==> src/rtl/id_operand_stage_if.sv <==
// Operand-stage port bundle: IF/ID instruction, RF read port, EX/MEM/WB bypass sources and the ID/EX register.
// The stage sits on the slave modport; the upstream pipeline/RF side drives through master.
interface id_operand_stage_if;
  logic        if_valid;
  logic [31:0] if_pc;
  logic [31:0] if_instr;
  logic [4:0]  ra;
  logic [4:0]  rb;
  logic [31:0] qa;
  logic [31:0] qb;
  logic        ex_we;
  logic        ex_load;
  logic [4:0]  ex_rw;
  logic [31:0] ex_res;
  logic        mem_we;
  logic [4:0]  mem_rw;
  logic [31:0] mem_rd;
  logic        wb_we;
  logic [4:0]  wb_rw;
  logic [31:0] wb_rd;
  logic        ds_hold;
  logic        flush;
  logic        stall_o;
  logic        dx_valid;
  logic [31:0] dx_pc;
  logic [5:0]  dx_op;
  logic [5:0]  dx_funct;
  logic [31:0] dx_a;
  logic [31:0] dx_b;
  logic [31:0] dx_imm;
  logic [4:0]  dx_rw;
  logic        dx_we;
  logic        dx_load;
  logic        dx_store;
  logic [31:0] stall_cnt;

  modport master (
    output if_valid, if_pc, if_instr, qa, qb,
    output ex_we, ex_load, ex_rw, ex_res, mem_we, mem_rw, mem_rd, wb_we, wb_rw, wb_rd,
    output ds_hold, flush,
    input  ra, rb, stall_o,
    input  dx_valid, dx_pc, dx_op, dx_funct, dx_a, dx_b, dx_imm,
    input  dx_rw, dx_we, dx_load, dx_store, stall_cnt
  );

  modport slave (
    input  if_valid, if_pc, if_instr, qa, qb,
    input  ex_we, ex_load, ex_rw, ex_res, mem_we, mem_rw, mem_rd, wb_we, wb_rw, wb_rd,
    input  ds_hold, flush,
    output ra, rb, stall_o,
    output dx_valid, dx_pc, dx_op, dx_funct, dx_a, dx_b, dx_imm,
    output dx_rw, dx_we, dx_load, dx_store, stall_cnt
  );
endinterface

==> src/rtl/id_operand_stage.sv <==
// Decode/operand fetch with EX>MEM>WB bypass; ID/EX register 1 cycle after IF/ID, RF addresses and stall_o combinational.
// Backpressure: ds_hold freezes ID/EX and stalls IF; a load-use hazard stalls IF and inserts one bubble.
module id_operand_stage (
  input logic               clk,
  input logic               clr_n,
  id_operand_stage_if.slave bus
);
  typedef struct packed {
    logic        valid;
    logic [31:0] pc;
    logic [5:0]  op;
    logic [5:0]  funct;
    logic [31:0] a;
    logic [31:0] b;
    logic [31:0] imm;
    logic [4:0]  rw;
    logic        we;
    logic        load;
    logic        store;
  } dx_t;

  logic [5:0]  op;
  logic [4:0]  rs, rt, rd;
  logic [15:0] imm16;
  logic        use_a, use_b, has_dest, is_load, is_store;
  logic [4:0]  dest;
  logic [31:0] imm_ext;
  logic [31:0] opnd_a, opnd_b;
  logic        hazard;
  dx_t         dec, dx_d, dx_q;
  logic [31:0] cnt_d, cnt_q;

  assign op    = bus.if_instr[31:26];
  assign rs    = bus.if_instr[25:21];
  assign rt    = bus.if_instr[20:16];
  assign rd    = bus.if_instr[15:11];
  assign imm16 = bus.if_instr[15:0];

  assign bus.ra = rs;
  assign bus.rb = rt;

  always_comb begin
    use_a    = 1'b0;
    use_b    = 1'b0;
    has_dest = 1'b0;
    dest     = 5'd0;
    is_load  = 1'b0;
    is_store = 1'b0;
    case (op)
      6'h00: begin use_a = 1'b1; use_b = 1'b1; has_dest = 1'b1; dest = rd; end
      6'h08, 6'h09, 6'h0A, 6'h0B, 6'h0C, 6'h0D, 6'h0E:
             begin use_a = 1'b1; has_dest = 1'b1; dest = rt; end
      6'h0F: begin has_dest = 1'b1; dest = rt; end
      6'h23: begin use_a = 1'b1; has_dest = 1'b1; dest = rt; is_load = 1'b1; end
      6'h2B: begin use_a = 1'b1; use_b = 1'b1; is_store = 1'b1; end
      6'h04, 6'h05: begin use_a = 1'b1; use_b = 1'b1; end
      6'h03: begin has_dest = 1'b1; dest = 5'd31; end
      default: ;
    endcase
  end

  always_comb begin
    case (op)
      6'h0C, 6'h0D, 6'h0E: imm_ext = {16'h0000, imm16};
      6'h0F:               imm_ext = {imm16, 16'h0000};
      default:             imm_ext = {{16{imm16[15]}}, imm16};
    endcase
  end

  // A load still in EX has no data yet, so it is never a bypass source.
  function automatic logic [31:0] resolve(input logic [4:0] s, input logic [31:0] rf_q);
    if (s == 5'd0)                                     return 32'd0;
    else if (bus.ex_we && !bus.ex_load && bus.ex_rw == s) return bus.ex_res;
    else if (bus.mem_we && bus.mem_rw == s)            return bus.mem_rd;
    else if (bus.wb_we && bus.wb_rw == s)              return bus.wb_rd;
    else                                               return rf_q;
  endfunction

  assign opnd_a = resolve(rs, bus.qa);
  assign opnd_b = resolve(rt, bus.qb);

  assign hazard = bus.if_valid && bus.ex_we && bus.ex_load && (bus.ex_rw != 5'd0) &&
                  ((use_a && bus.ex_rw == rs) || (use_b && bus.ex_rw == rt));

  assign bus.stall_o = clr_n && (bus.ds_hold || (!bus.flush && hazard));

  always_comb begin
    dec.valid = bus.if_valid;
    dec.pc    = bus.if_pc;
    dec.op    = op;
    dec.funct = bus.if_instr[5:0];
    dec.a     = opnd_a;
    dec.b     = opnd_b;
    dec.imm   = imm_ext;
    dec.rw    = has_dest ? dest : 5'd0;
    dec.we    = bus.if_valid && has_dest && (dest != 5'd0);
    dec.load  = bus.if_valid && is_load;
    dec.store = bus.if_valid && is_store;

    dx_d  = dx_q;
    cnt_d = cnt_q;
    if (bus.ds_hold) begin
      dx_d = dx_q;
    end else if (bus.flush) begin
      dx_d = '0;
    end else if (hazard) begin
      dx_d = '0;
      if (cnt_q != 32'hFFFF_FFFF) cnt_d = cnt_q + 32'd1;
    end else begin
      dx_d = dec;
    end
  end

  always_ff @(posedge clk or negedge clr_n) begin
    if (!clr_n) begin
      dx_q  <= '0;
      cnt_q <= '0;
    end else begin
      dx_q  <= dx_d;
      cnt_q <= cnt_d;
    end
  end

  assign bus.dx_valid  = dx_q.valid;
  assign bus.dx_pc     = dx_q.pc;
  assign bus.dx_op     = dx_q.op;
  assign bus.dx_funct  = dx_q.funct;
  assign bus.dx_a      = dx_q.a;
  assign bus.dx_b      = dx_q.b;
  assign bus.dx_imm    = dx_q.imm;
  assign bus.dx_rw     = dx_q.rw;
  assign bus.dx_we     = dx_q.we;
  assign bus.dx_load   = dx_q.load;
  assign bus.dx_store  = dx_q.store;
  assign bus.stall_cnt = cnt_q;
endmodule

==> src/flat_wrapper.sv <==
// flat-port wrapper written by rule: the top's interface ports become plain ports
module id_operand_stage_flat 
  (clk, clr_n, bus_if_valid, bus_if_pc, bus_if_instr, bus_qa, bus_qb, bus_ex_we, bus_ex_load, bus_ex_rw, bus_ex_res, bus_mem_we, bus_mem_rw, bus_mem_rd, bus_wb_we, bus_wb_rw, bus_wb_rd, bus_ds_hold, bus_flush, bus_ra, bus_rb, bus_stall_o, bus_dx_valid, bus_dx_pc, bus_dx_op, bus_dx_funct, bus_dx_a, bus_dx_b, bus_dx_imm, bus_dx_rw, bus_dx_we, bus_dx_load, bus_dx_store, bus_stall_cnt);
  id_operand_stage_if bus_i ();
  input logic clk;
  input logic clr_n;
  input wire logic [$bits(bus_i.if_valid)-1:0] bus_if_valid;
  input wire logic [$bits(bus_i.if_pc)-1:0] bus_if_pc;
  input wire logic [$bits(bus_i.if_instr)-1:0] bus_if_instr;
  input wire logic [$bits(bus_i.qa)-1:0] bus_qa;
  input wire logic [$bits(bus_i.qb)-1:0] bus_qb;
  input wire logic [$bits(bus_i.ex_we)-1:0] bus_ex_we;
  input wire logic [$bits(bus_i.ex_load)-1:0] bus_ex_load;
  input wire logic [$bits(bus_i.ex_rw)-1:0] bus_ex_rw;
  input wire logic [$bits(bus_i.ex_res)-1:0] bus_ex_res;
  input wire logic [$bits(bus_i.mem_we)-1:0] bus_mem_we;
  input wire logic [$bits(bus_i.mem_rw)-1:0] bus_mem_rw;
  input wire logic [$bits(bus_i.mem_rd)-1:0] bus_mem_rd;
  input wire logic [$bits(bus_i.wb_we)-1:0] bus_wb_we;
  input wire logic [$bits(bus_i.wb_rw)-1:0] bus_wb_rw;
  input wire logic [$bits(bus_i.wb_rd)-1:0] bus_wb_rd;
  input wire logic [$bits(bus_i.ds_hold)-1:0] bus_ds_hold;
  input wire logic [$bits(bus_i.flush)-1:0] bus_flush;
  output wire logic [$bits(bus_i.ra)-1:0] bus_ra;
  output wire logic [$bits(bus_i.rb)-1:0] bus_rb;
  output wire logic [$bits(bus_i.stall_o)-1:0] bus_stall_o;
  output wire logic [$bits(bus_i.dx_valid)-1:0] bus_dx_valid;
  output wire logic [$bits(bus_i.dx_pc)-1:0] bus_dx_pc;
  output wire logic [$bits(bus_i.dx_op)-1:0] bus_dx_op;
  output wire logic [$bits(bus_i.dx_funct)-1:0] bus_dx_funct;
  output wire logic [$bits(bus_i.dx_a)-1:0] bus_dx_a;
  output wire logic [$bits(bus_i.dx_b)-1:0] bus_dx_b;
  output wire logic [$bits(bus_i.dx_imm)-1:0] bus_dx_imm;
  output wire logic [$bits(bus_i.dx_rw)-1:0] bus_dx_rw;
  output wire logic [$bits(bus_i.dx_we)-1:0] bus_dx_we;
  output wire logic [$bits(bus_i.dx_load)-1:0] bus_dx_load;
  output wire logic [$bits(bus_i.dx_store)-1:0] bus_dx_store;
  output wire logic [$bits(bus_i.stall_cnt)-1:0] bus_stall_cnt;
  assign bus_i.if_valid = bus_if_valid;
  assign bus_i.if_pc = bus_if_pc;
  assign bus_i.if_instr = bus_if_instr;
  assign bus_i.qa = bus_qa;
  assign bus_i.qb = bus_qb;
  assign bus_i.ex_we = bus_ex_we;
  assign bus_i.ex_load = bus_ex_load;
  assign bus_i.ex_rw = bus_ex_rw;
  assign bus_i.ex_res = bus_ex_res;
  assign bus_i.mem_we = bus_mem_we;
  assign bus_i.mem_rw = bus_mem_rw;
  assign bus_i.mem_rd = bus_mem_rd;
  assign bus_i.wb_we = bus_wb_we;
  assign bus_i.wb_rw = bus_wb_rw;
  assign bus_i.wb_rd = bus_wb_rd;
  assign bus_i.ds_hold = bus_ds_hold;
  assign bus_i.flush = bus_flush;
  assign bus_ra = bus_i.ra;
  assign bus_rb = bus_i.rb;
  assign bus_stall_o = bus_i.stall_o;
  assign bus_dx_valid = bus_i.dx_valid;
  assign bus_dx_pc = bus_i.dx_pc;
  assign bus_dx_op = bus_i.dx_op;
  assign bus_dx_funct = bus_i.dx_funct;
  assign bus_dx_a = bus_i.dx_a;
  assign bus_dx_b = bus_i.dx_b;
  assign bus_dx_imm = bus_i.dx_imm;
  assign bus_dx_rw = bus_i.dx_rw;
  assign bus_dx_we = bus_i.dx_we;
  assign bus_dx_load = bus_i.dx_load;
  assign bus_dx_store = bus_i.dx_store;
  assign bus_stall_cnt = bus_i.stall_cnt;
  id_operand_stage u_core (.clk(clk), .clr_n(clr_n), .bus(bus_i));
endmodule
==> config.mk <==
export PLATFORM = sky130hd
export DESIGN_NAME = id_operand_stage_flat
export DESIGN_NICKNAME = d
export VERILOG_FILES = /design/src/rtl/id_operand_stage_if.sv /design/src/rtl/id_operand_stage.sv /design/src/flat_wrapper.sv
export SDC_FILE = /design/constraint.sdc
export NUM_CORES = 1
export LEC_CHECK = 0
export CAP_MARGIN = 0
export CORE_ASPECT_RATIO = 0.6
export CORE_MARGIN = 4
export CORE_UTILIZATION = 38
export DETAILED_ROUTE_END_ITERATION = 8
export HOLD_SLACK_MARGIN = 0.12
export PLACE_DENSITY = 0.76
export SKIP_LAST_GASP = 1
export SYNTH_ARGS = -nofsm -noshare
export SYNTH_HDL_FRONTEND = slang
export SYNTH_SLANG_ARGS = --single-unit
==> constraint.sdc <==
create_clock -name clk -period 2 [get_ports clk]
set_input_delay 0.4 -clock clk [delete_from_list [all_inputs] [get_ports clk]]
set_output_delay 0.4 -clock clk [all_outputs]
set_load 0.01 [all_outputs]
==> out/results.tsv, run 1 <==
stage	metric	value	unit
route	vias	10590	
timing	layout_setup_ws	-0.1841	ns
route	drcViolationCount	0	
yosys	synthCells	980	
pwr	power	9.898	mW
clocking	ctsHtreeMaxLevel	4	
final_layout	area_growth_syn_to_layout	77.50	%
global_routing	grt_max_degree	133	
setup_path	rrSetupSlack	0.09	ns
timing	final_hold_viol_count	0	
global_routing	antenna_found_initial	4	
die	io_pins	440	
yosys	async_flop_share	1.000	
timing	finalSetupTns	-0.5128	ns
yosys	synth_edf_count	0	
timing	finalSetupViolCount	25	
timing	tightestPinTransition	0.6280	ns
route	routedWlPerCell	24.33	um
setup_path	reg2reg_depth	6	
yosys	synth_area_leaders	dfrtp_1, a22o_1, nand2_1	
yosys	yosys.area.top_type_share	0.4725	
setup_path	max_stage_delay	0.32	ns
global_routing	grt_pass1_wl	62370	um
die	fp.dieH	131.0	um
clocking	cts.clk_slew.worst_paths	0.06	ns
yosys	syn_nets	1229	
setup_path	critPathSlowestCell	nor4_4	
clocking	numCtsBuffers	17	
global_routing	met1_usage	0.3834	
setup_path	path_max_fanout	4	
timing	slew_violations	0	
clocking	cts_tree	built	
yosys	ys_seq_area_frac	0.4725	
timing	finalCritPeriodShare	1.092	
run_status	violations	setup timing	
clocking	clock_path_buffers	2	
yosys	yosys_warnings	0	
timing	clock_skew	0.01117	ns
pwr	p_leak	7.245	nW
yosys	syn_avg_cell_area	9.782	um^2
setup_path	start_kind	input pin	
run	drv_cap	0	
yosys	yosys.area.top_type	dfrtp_1	
global_routing	use_met3	0.1012	
setup_path	path_cells	buf_8, or2_0, a32o_2, nor4_4, o21ai_2, nor2_1, o21a_1, buf_6	
setup_path	required	1.60	ns
die	initial_core_util	0.3913	
route	first_pass_iters	6	
placement	port_buffers	439	
placement	place_hpwl	29810	um
global_routing	grt.overflow.total	0	
clocking	clock_latency	0.44	ns
timing	max_freq	457.9	MHz
final_layout	drive_above_1_share	0.2356	
die	coreArea	0.02450	mm^2
clocking	cts_num_sinks	181	
setup_path	end_kind	output pin	
timing	max-slew-margin-rel	0.5813	
global_routing	grt_use_total	0.2943	
setup_path	cp.depth	8	
route	vias_per_cell	5.751	
pwr	peakVddDrop	0.0005178	V
route	drt_first_iter_violations	1010	
final_layout	finish.net_count	1751	
yosys	ys_seq_elements	181	
timing	min_period	2.184	ns
clocking	root_buffer	clkbuf_16	
global_routing	grt_pass1_vias	10440	
global_routing	grt.busiest_layer	met2	
final_layout	fillers	1709	
setup_path	crit_type	input pin to output pin	
setup_path	worstPathBufferInverterCount	2	
worst_hold_path	hp-class	input pin to register	
yosys	syn_area	0.009587	mm^2
route	postRouteAntennaNets	0	
die	dieWidth	213.1	um
setup_path	cp_top_family	simple AND/OR/NAND/NOR gates	
placement	gp_congestion	0.9539	
timing	rsz0062_at_grt	true	
route	drt-total-wl	44790	um
worst_hold_path	hold_depth	3	
pwr	p_per_area	581.7	mW/mm^2
setup_path	cp.arrival	1.78	ns
global_routing	grt.met2_usage	0.4592	
final_layout	utilization	0.6946	
yosys	synth_cell_types	51	
yosys	synth_ff_type	dfrtp_1	
run_status	status	finished, violations left	
die	num_rows	44	
die	die_area	0.02792	mm^2
## metal layers
layer | up-vias | wire (um)
li1 | 4621 | -
met1 | 5181 | 17760
met2 | 673 | 20260
met3 | 110 | 5119
met4 | 2 | 1627
met5 | - | 20
## final timing paths
| kind | startpoint | end |
|---|---|---|
| max in group asynchronous | clr_n | u_core.bus.stall_cnt[16] |
| worst min-delay path | bus_if_instr[26] | u_core.bus.dx_op[0] |
| worst max-delay path | bus_if_instr[26] | bus_stall_o |
| worst max register to register | u_core.bus.stall_cnt[11] | u_core.bus.stall_cnt[1] |
| min in group asynchronous | clr_n | u_core.bus.dx_b[30] |
| worst min register to register | u_core.bus.stall_cnt[9] | u_core.bus.stall_cnt[9] |
## cells by family after synthesis
| kind of cell | Yosys count | share of synthesized area |
|---|---|---|
| flops | 181 | 0.4725 |
| mux | 65 | 0.07218 |
| buf+inv | 94 | 0.04725 |
| xor+xnor | 61 | 0.05573 |
| simple gates | 324 | 0.1611 |
| fa+ha+maj | 1 | 0.001305 |
| compound gates | 254 | 0.1900 |
## cells in the final DEF (no fill, tap or decap), types with 5 or more instances in the layout
| master | instances |
|---|---|
| and3_1 | 8 |
| xnor2_1 | 8 |
| xor2_1 | 44 |
| mux2_4 | 11 |
| nand2_1 | 112 |
| nand3_1 | 9 |
| nand4_1 | 14 |
| mux2i_1 | 27 |
| buf_2 | 10 |
| o21ai_0 | 25 |
| buf_8 | 7 |
| dlymetal6s2s_1 | 6 |
| o21ai_1 | 32 |
| nor2_1 | 66 |
| and4_1 | 6 |
| buf_6 | 34 |
| a32o_1 | 33 |
| clkdlybuf4s50_1 | 405 |
| clkbuf_16 | 23 |
| nor2_4 | 6 |
| or3_1 | 31 |
| buf_12 | 24 |
| buf_4 | 87 |
| mux2_2 | 22 |
| o221ai_2 | 25 |
| o221ai_1 | 7 |
| nor2_2 | 21 |
| xnor2_2 | 5 |
| clkbuf_2 | 7 |
| mux2i_2 | 5 |
| buf_16 | 6 |
| a22o_1 | 59 |
| dfrtp_1 | 179 |
| a21oi_1 | 59 |
## worst reg2reg max path: stages, from the launching register on
cell and delay (ns):
dfrtp_1 0.44, and4_1 0.29, and2_1 0.27, nand4_1 0.20, buf_4 0.18, nor2b_4 0.12, mux2_4 0.29
## synth_stat cells, types with 3 or more instances
cell	number
nand2_1	116
o21ai_1	10
o21ai_0	49
dfrtp_1	181
mux2i_1	32
xnor2_1	15
and2_1	5
or4_1	3
and3_1	10
o221ai_1	32
buf_2	18
nor3_1	6
nor4_1	6
mux2_2	33
nand4_1	14
buf_6	4
a21oi_1	60
or3_1	32
nor2_1	93
a22o_1	59
xor2_1	46
nand3_1	12
a32o_1	34
and4_1	6
buf_4	12
nor2b_1	5
nand2b_1	4
clkbuf_1	57
## registers in the layout (all words and copies together) (netlist names)
signal and flops:
u_core.bus.dx_store 1, u_core.bus.dx_a 32, u_core.bus.dx_b 32, u_core.bus.dx_we 1, u_core.bus.dx_load 1, u_core.bus.dx_funct 6
u_core.bus.dx_rw 5, u_core.bus.dx_valid 1, u_core.bus.dx_pc 32, u_core.bus.dx_imm 32, u_core.bus.dx_op 6, u_core.bus.stall_cnt 32
## through the flow
| step | worst slack [ns] | hold slack, ns | cells | cell area (um^2) |
|---|---|---|---|---|
| finish | -0.1841 | 0.3011 | 1841 | 17020 |
| global route | -0.2447 | 0.2970 | 1840 | 17010 |
| CTS | -0.1750 | 0.3055 | 1828 | 16520 |
| detailed placement | -1.065 | 0.4770 | 1762 | 15090 |
| global placement | -0.9783 | 0.4690 | 1762 | 15090 |
| floorplan | -0.1361 | 0.1044 | 980 | 9663 |
## repair_timing
action	in CTS	in global routing
gates resized for setup	180	136
hold buffers	1	0
gates cloned	11	6
endpoints found under the setup margin	191	144
buffers inserted	23	9
pin swaps	37	58
hold endpoints to repair	88	0
## where the power goes
| group | total, mW | internal (mW) | switching [mW] |
|---|---|---|---|
| clock | 3.43 | 1.79 | 1.64 |
| combinational | 2.40 | 1.36 | 1.04 |
| sequential | 4.06 | 3.90 | 0.162 |
## final cells by class
| class | instances | area, um^2 | share of cell area |
|---|---|---|---|
| sequential | 181 | 4532 | 0.2663 |
| clock inverter | 13 | 137.6 | 0.008088 |
| clock buffer | 19 | 442.9 | 0.02603 |
| timing repair buffer | 597 | 6227 | 0.3660 |
| multi-input combinational | 705 | 5264 | 0.3093 |
| tap | 322 | 402.9 | 0.02368 |
| antenna | 4 | 10.01 | 0.0005882 |
(Power assumes the default switching activity.)
==> run 2, diff against run 1 <==
--- a/config.mk
+++ b/config.mk
@@ -8,10 +8,10 @@
 export CAP_MARGIN = 0
 export CORE_ASPECT_RATIO = 0.6
 export CORE_MARGIN = 4
-export CORE_UTILIZATION = 38
+export CORE_UTILIZATION = 42
 export DETAILED_ROUTE_END_ITERATION = 8
 export HOLD_SLACK_MARGIN = 0.12
-export PLACE_DENSITY = 0.76
+export PLACE_DENSITY = 0.79
 export SKIP_LAST_GASP = 1
 export SYNTH_ARGS = -nofsm -noshare
 export SYNTH_HDL_FRONTEND = slang
==> constraint.sdc (replaced) <==
create_clock -name clk -period 2.5 [get_ports clk]
set_input_delay 0.5 -clock clk [delete_from_list [all_inputs] [get_ports clk]]
set_output_delay 0.5 -clock clk [all_outputs]
set_load 0.01 [all_outputs]
==> run 2 against run 1 <==
The flow now finishes without violations. Die area is 9.1% lower. Sequential share of layout area is 2.7 points higher. Clock power is 26% lower. Utilization is 0.068 points lower. Sequential cell count is the same. Critical path depth fell by 1. Combinational power decreased by 28%. Cell count decreased by 4.2%. Power down 24%. Routed wire length shrank 10%. Global-route usage up 1.5 points.
==> out/results.tsv, run 2 (synthesis gave the netlist of run 1 again) <==
stage	metric	value	unit	change
setup_path	rrSetupSlack	0.38	ns	was 0.09 ns
clocking	cts_hold_buf	0		was 1
timing	final_hold_viol_count	0		unchanged
timing	finalSetupViolCount	0		was 25
die	num_rows	42		was 44
setup_path	cp.arrival	1.96	ns	was 1.78 ns
final_layout	drive_above_1_share	0.1303		was 0.2356
setup_path	cp_top_family	simple AND/OR/NAND/NOR gates		unchanged
final_layout	layout_commonest_cell	clkdlybuf4s50_1		unchanged
pwr	p_per_area	486.9	mW/mm^2	was 581.7 mW/mm^2
pwr	peakVddDrop	0.0004771	V	was 0.0005178 V
setup_path	path_max_fanout	3		was 4
route	vias	9875		was 10590
clocking	cts_num_sinks	181		unchanged
die	io_pins	440		unchanged
clocking	numCtsBuffers	17		unchanged
worst_hold_path	hp-class	input pin to async pin		was input pin to register
timing	tightestPinTransition	1.180	ns	was 0.6280 ns
clocking	cts_tree	built		unchanged
global_routing	grt_max_degree	182		was 133
pwr	p_leak	6.560	nW	was 7.245 nW
route	postRouteAntennaNets	0		unchanged
die	die_area	0.02539	mm^2	was 0.02792 mm^2
placement	port_buffers	439		unchanged
placement	dp_cells	1715		was 1762
setup_path	reg2reg_from	u_core.bus.stall_cnt[6]		was u_core.bus.stall_cnt[11]
route	first_pass_iters	5		was 6
final_layout	fillers	1717		was 1709
timing	finalCritPeriodShare	0.9830		
setup_path	path_cells	clkdlybuf4s15_1, or4_4, o2111a_1, o21ai_2, nor2_1, o21a_1, buf_6		was buf_8, or2_0, a32o_2, nor4_4, o21ai_2, nor2_1, o21a_1, buf_6
setup_path	critPathSlowestCell	or4_4		was nor4_4
final_layout	fin_cells	1763		was 1841
route	drt-total-wl	40250	um	was 44790 um
global_routing	grt_pass1_wl	61230	um	was 62370 um
setup_path	required	2.00	ns	was 1.60 ns
setup_path	crit-reg2reg-capture	u_core.bus.stall_cnt[23]		was u_core.bus.stall_cnt[1]
timing	rsz0062_at_grt	false		was true
setup_path	start_kind	input pin		unchanged
run	drv_cap	0		unchanged
placement	pre_cts_slack	-0.8622	ns	was -1.065 ns
route	drt_first_iter_violations	811		was 1010
route	drcViolationCount	0		unchanged
timing	max-slew-margin-rel	0.2116		was 0.5813
placement	place_hpwl	30130	um	was 29810 um
clocking	cts.clk_slew.worst_paths	0.07	ns	was 0.06 ns
setup_path	worstPathBufferInverterCount	2		unchanged
final_layout	mostFrequentLayoutCells	clkdlybuf4s50_1, dfrtp_1, nand2_1, nor2_1, buf_4		was clkdlybuf4s50_1, dfrtp_1, nand2_1, buf_4, nor2_1
timing	slew_violations	0		unchanged
final_layout	seq_area	0.004529	mm^2	was 0.004532 mm^2
setup_path	end_kind	output pin		unchanged
final_layout	area_growth_syn_to_layout	60.90	%	was 77.50%
clocking	root_buffer	clkbuf_16		unchanged
global_routing	grt_pass1_vias	9887		was 10440
clocking	ctsHtreeMaxLevel	4		unchanged
timing	max_freq	406.9	MHz	
final_layout	multi_input_area	0.004690	mm^2	was 0.005264 mm^2
timing	finalSetupTns	0	ns	was -0.5128 ns
clocking	clock_latency	0.45	ns	was 0.44 ns
final_layout	finish.net_count	1687		was 1751
setup_path	reg2reg_depth	7		was 6
route	vias_per_cell	5.601		was 5.751
die	initial_core_util	0.4313		was 0.3913
global_routing	grt_use_total	0.3093		was 0.2943
clocking	clock_path_buffers	2		unchanged
placement	gp_congestion	0.9078		was 0.9539
setup_path	max_stage_delay	0.51	ns	was 0.32 ns
global_routing	grt.overflow.total	0		unchanged
timing	clock_skew	0.008489	ns	was 0.01117 ns
die	coreArea	0.02223	mm^2	was 0.02450 mm^2
die	dieWidth	203.0	um	was 213.1 um
global_routing	antenna_found_initial	7		was 4
die	fp.dieH	125.0	um	was 131.0 um
timing	layout_setup_ws	0.04250	ns	was -0.1841 ns
setup_path	crit_type	input pin to output pin		unchanged
run_status	status	complete, no violations		was finished, violations left
timing	hold-worst-slack	0.2716	ns	was 0.3011 ns
route	routedWlPerCell	22.83	um	was 24.33 um
timing	min_period	2.457	ns	
## run 2: changes by cell type in the layout (fill, tap and decap cells not counted), sizes merged, moves of 3 or more
cell,delta
clkinv,+5
dlymetal6s2s,-4
clkdlybuf4s50,+10
clkinvlp,-3
buf,-68
clkbuf,-10
dlygate4sd2,+10
## run 2: timing repair
action | CTS | global route
buffers inserted | 10 | 2
endpoints found under the setup margin | 65 | 52
pin swaps | 11 | 11
resized for setup | 46 | 21
cloned | 0 | 1
## run 2: routing by layer
layer	vias up	part of all wire	GRT usage
met4	6	0.024	0.08799
met1	4861	0.41	0.4019
met2	465	0.48	0.5043
li1	4480	-	-
met3	63	0.090	0.09627
met5	-	0.00094	0
## run 2: worst max path at each step
stage | startpoint | endpoint | slack, ns | cells after the start
after detailed placement | bus_if_instr[16] | u_core.bus.dx_b[21] | -0.86 | 10
after CTS | bus_if_instr[23] | bus_stall_o | 0.0006 | 8
after global placement | bus_if_instr[16] | u_core.bus.dx_b[7] | -0.74 | 10
final | bus_ex_rw[1] | bus_stall_o | 0.04 | 7
after global routing | bus_if_instr[27] | u_core.bus.dx_imm[17] | 0.009 | 15
after floorplan | bus_if_instr[20] | u_core.bus.dx_b[0] | 0.20 | 9
## run 2: report_power, final
part           switching, mW  total (mW)  internal (mW)
registers              0.120        3.24           3.12
logic                  0.727        1.72          0.989
clock network           1.24        2.55           1.31
total                   2.09        7.51           5.42
## run 2: metrics by stage
step | power [mW] | cell area (um^2) | util
global placement | 4.961 | 14740 | 0.6632
detailed placement | 4.992 | 14740 | 0.6632
global route | 7.810 | 15420 | 0.6939
finish | 7.511 | 15420 | 0.6939
CTS | 7.543 | 15360 | 0.6911
floorplan | 3.832 | 9587 | -
## run 2: final cells by class
cell class / instances / share of cell area
multi-input combinational: 705 / 0.3040
antenna: 4 / 0.0006489
timing repair buffer: 533 / 0.3416
clock buffer: 20 / 0.02896
clock inverter: 12 / 0.006165
sequential: 181 / 0.2936
tap: 308 / 0.02498
==> run 3, diff against run 2 <==
--- a/config.mk
+++ b/config.mk
@@ -12,6 +12,7 @@
 export DETAILED_ROUTE_END_ITERATION = 8
 export HOLD_SLACK_MARGIN = 0.12
 export PLACE_DENSITY = 0.79
+export SKIP_CTS_REPAIR_TIMING = 1
 export SKIP_LAST_GASP = 1
 export SYNTH_ARGS = -nofsm -noshare
 export SYNTH_HDL_FRONTEND = slang
==> run 3 against run 2 <==
Fmax down 1.1%. Sequential share of layout area about the same. Clock skew about the same. Worst setup slack worse by 0.027 ns. Routed wire length down 0.42%. Via count down 0.31%. Combinational power about the same. Cell count down 0.34%. Utilization up 0.073 points.
==> out/results.tsv, run 3 (synthesis gave the netlist of run 1 again) <==
stage	metric	value	unit	change
route	vias	9844		was 9875
final_layout	area_growth_syn_to_layout	61.07	%	was 60.90%
timing	max_freq	402.5	MHz	was 406.9 MHz
route	routedWlPerCell	22.81	um	was 22.83 um
final_layout	finish.net_count	1679		was 1687
die	dieWidth	203.0	um	unchanged
final_layout	fillers	1718		was 1717
global_routing	grt.overflow.total	0		unchanged
route	postRouteAntennaNets	0		unchanged
setup_path	max_stage_delay	0.29	ns	was 0.51 ns
clocking	clock_path_buffers	2		unchanged
setup_path	path_max_fanout	7		was 3
setup_path	cp.arrival	1.98	ns	was 1.96 ns
die	num_rows	42		unchanged
setup_path	reg2reg_depth	7		unchanged
setup_path	crit_type	input pin to output pin		unchanged
clocking	numCtsBuffers	17		unchanged
die	initial_core_util	0.4313		unchanged
global_routing	grt_max_degree	182		unchanged
run	drv_cap	0		unchanged
global_routing	grt_pass1_vias	9760		was 9887
route	vias_per_cell	5.603		was 5.601
placement	gp_congestion	0.9078		unchanged
run_status	status	complete, no violations		unchanged
final_layout	mostFrequentLayoutCells	clkdlybuf4s50_1, dfrtp_1, nand2_1, nor2_1, buf_4		unchanged
timing	finalSetupViolCount	0		unchanged
clocking	cts_tree	built		unchanged
clocking	clock_latency	0.45	ns	about the same
die	die_area	0.02539	mm^2	unchanged
setup_path	path_cells	buf_6, buf_6, or2_0, a32o_2, nor4_4, o21ai_1, nor2_1, o21a_1, buf_6		was clkdlybuf4s15_1, or4_4, o2111a_1, o21ai_2, nor2_1, o21a_1, buf_6
timing	slew_violations	0		unchanged
clocking	ctsHtreeMaxLevel	4		unchanged
global_routing	antenna_found_initial	9		was 7
route	drt-total-wl	40080	um	was 40250 um
pwr	peakVddDrop	0.0004706	V	was 0.0004771 V
worst_hold_path	hp-class	input pin to async pin		unchanged
timing	final_hold_viol_count	0		unchanged
timing	min_period	2.485	ns	was 2.457 ns
pwr	p_per_area	486.3	mW/mm^2	was 486.9 mW/mm^2
placement	port_buffers	439		unchanged
die	io_pins	440		unchanged
route	drt_first_iter_violations	806		was 811
global_routing	grt_pass1_wl	60660	um	was 61230 um
timing	layout_setup_ws	0.01525	ns	was 0.04250 ns
setup_path	worst_path_most_repeated_cell	buf_6		
clocking	cts.clk_slew.worst_paths	0.07	ns	about the same
die	fp.dieH	125.0	um	unchanged
final_layout	fin_cells	1757		was 1763
route	first_pass_iters	5		unchanged
setup_path	critPathSlowestCell	a32o_2		was or4_4
final_layout	drive_above_1_share	0.1227		was 0.1303
timing	clock_skew	0.008160	ns	was 0.008489 ns
timing	rsz0062_at_grt	true		was false
timing	finalCritPeriodShare	0.9939		was 0.9830
route	drcViolationCount	0		unchanged
die	coreArea	0.02223	mm^2	unchanged
pwr	p_leak	6.665	nW	was 6.560 nW
global_routing	grt_use_total	0.3067		was 0.3093
timing	max-slew-margin-rel	0.2349		was 0.2116
setup_path	required	2.00	ns	about the same
clocking	cts_num_sinks	181		unchanged
clocking	root_buffer	clkbuf_16		unchanged
setup_path	end_kind	output pin		unchanged
final_layout	layout_commonest_cell	clkdlybuf4s50_1		unchanged
placement	dp_cells	1715		unchanged
setup_path	start_kind	input pin		unchanged
timing	tightestPinTransition	1.145	ns	was 1.180 ns
placement	pre_cts_slack	-0.8622	ns	unchanged
placement	place_hpwl	30130	um	unchanged
==> run 3: final cells by class <==
type | instances | area [um^2] | share of cell area
Clock buffer | 20 | 446.7 | 0.02893
Tap cell | 308 | 385.4 | 0.02496
Multi-Input combinational cell | 705 | 4692 | 0.3039
Sequential cell | 181 | 4529 | 0.2933
Clock inverter | 12 | 95.09 | 0.006158
Antenna cell | 6 | 15.01 | 0.0009724
Timing Repair Buffer | 525 | 5278 | 0.3418
==> run 3: worst paths after layout <==
path                                              start                  endpoint  slack, ns
worst max-delay path                   bus_if_instr[26]               bus_stall_o       0.02
worst max register to register  u_core.bus.stall_cnt[6]  u_core.bus.stall_cnt[23]       0.35
worst min register to register      u_core.bus.dx_a[31]       u_core.bus.dx_a[31]       0.48
min in group clk                       bus_if_instr[31]       u_core.bus.dx_op[5]       0.38
worst min-delay path                              clr_n       u_core.bus.dx_rw[3]       0.27
max in group asynchronous                         clr_n       u_core.bus.dx_a[12]       1.48
==> run 3: report_power, final <==
part | switching [mW] | leakage (nW) | total (mW) | internal (mW)
Combinational | 0.729 | 4.00 | 1.72 | 0.995
Clock | 1.23 | 0.267 | 2.54 | 1.31
Sequential | 0.119 | 2.40 | 3.24 | 3.12
==> run 3: per-stage QoR <==
stage | total power [mW] | hold WS, ns | util | cell area [um^2] | TNS [ns]
after detailed placement | 4.992 | 0.4724 | 0.6632 | 14740 | -72.45
after global placement | 4.961 | 0.4675 | 0.6632 | 14740 | -63.07
after CTS | 7.543 | 0.3345 | 0.6876 | 15280 | -10.48
final | 7.508 | 0.2726 | 0.6946 | 15440 | 0
after floorplan | 3.832 | 0.2044 | - | 9587 | 0
after global routing | 7.816 | 0.3613 | 0.6946 | 15440 | -0.06164
==> run 3: routing by layer <==
layer | GRT usage | routed length, um
met2 | 0.4957 | 19140
met4 | 0.08997 | 1050
met5 | 0 | 39
met1 | 0.3996 | 16220
met3 | 0.09757 | 3630
==> run 3: critical path, delay by kind of cell <==
family	cells	cell delay (ns)
compound gates	3	0.55
buf+inv	3	0.34
simple gates	3	0.60
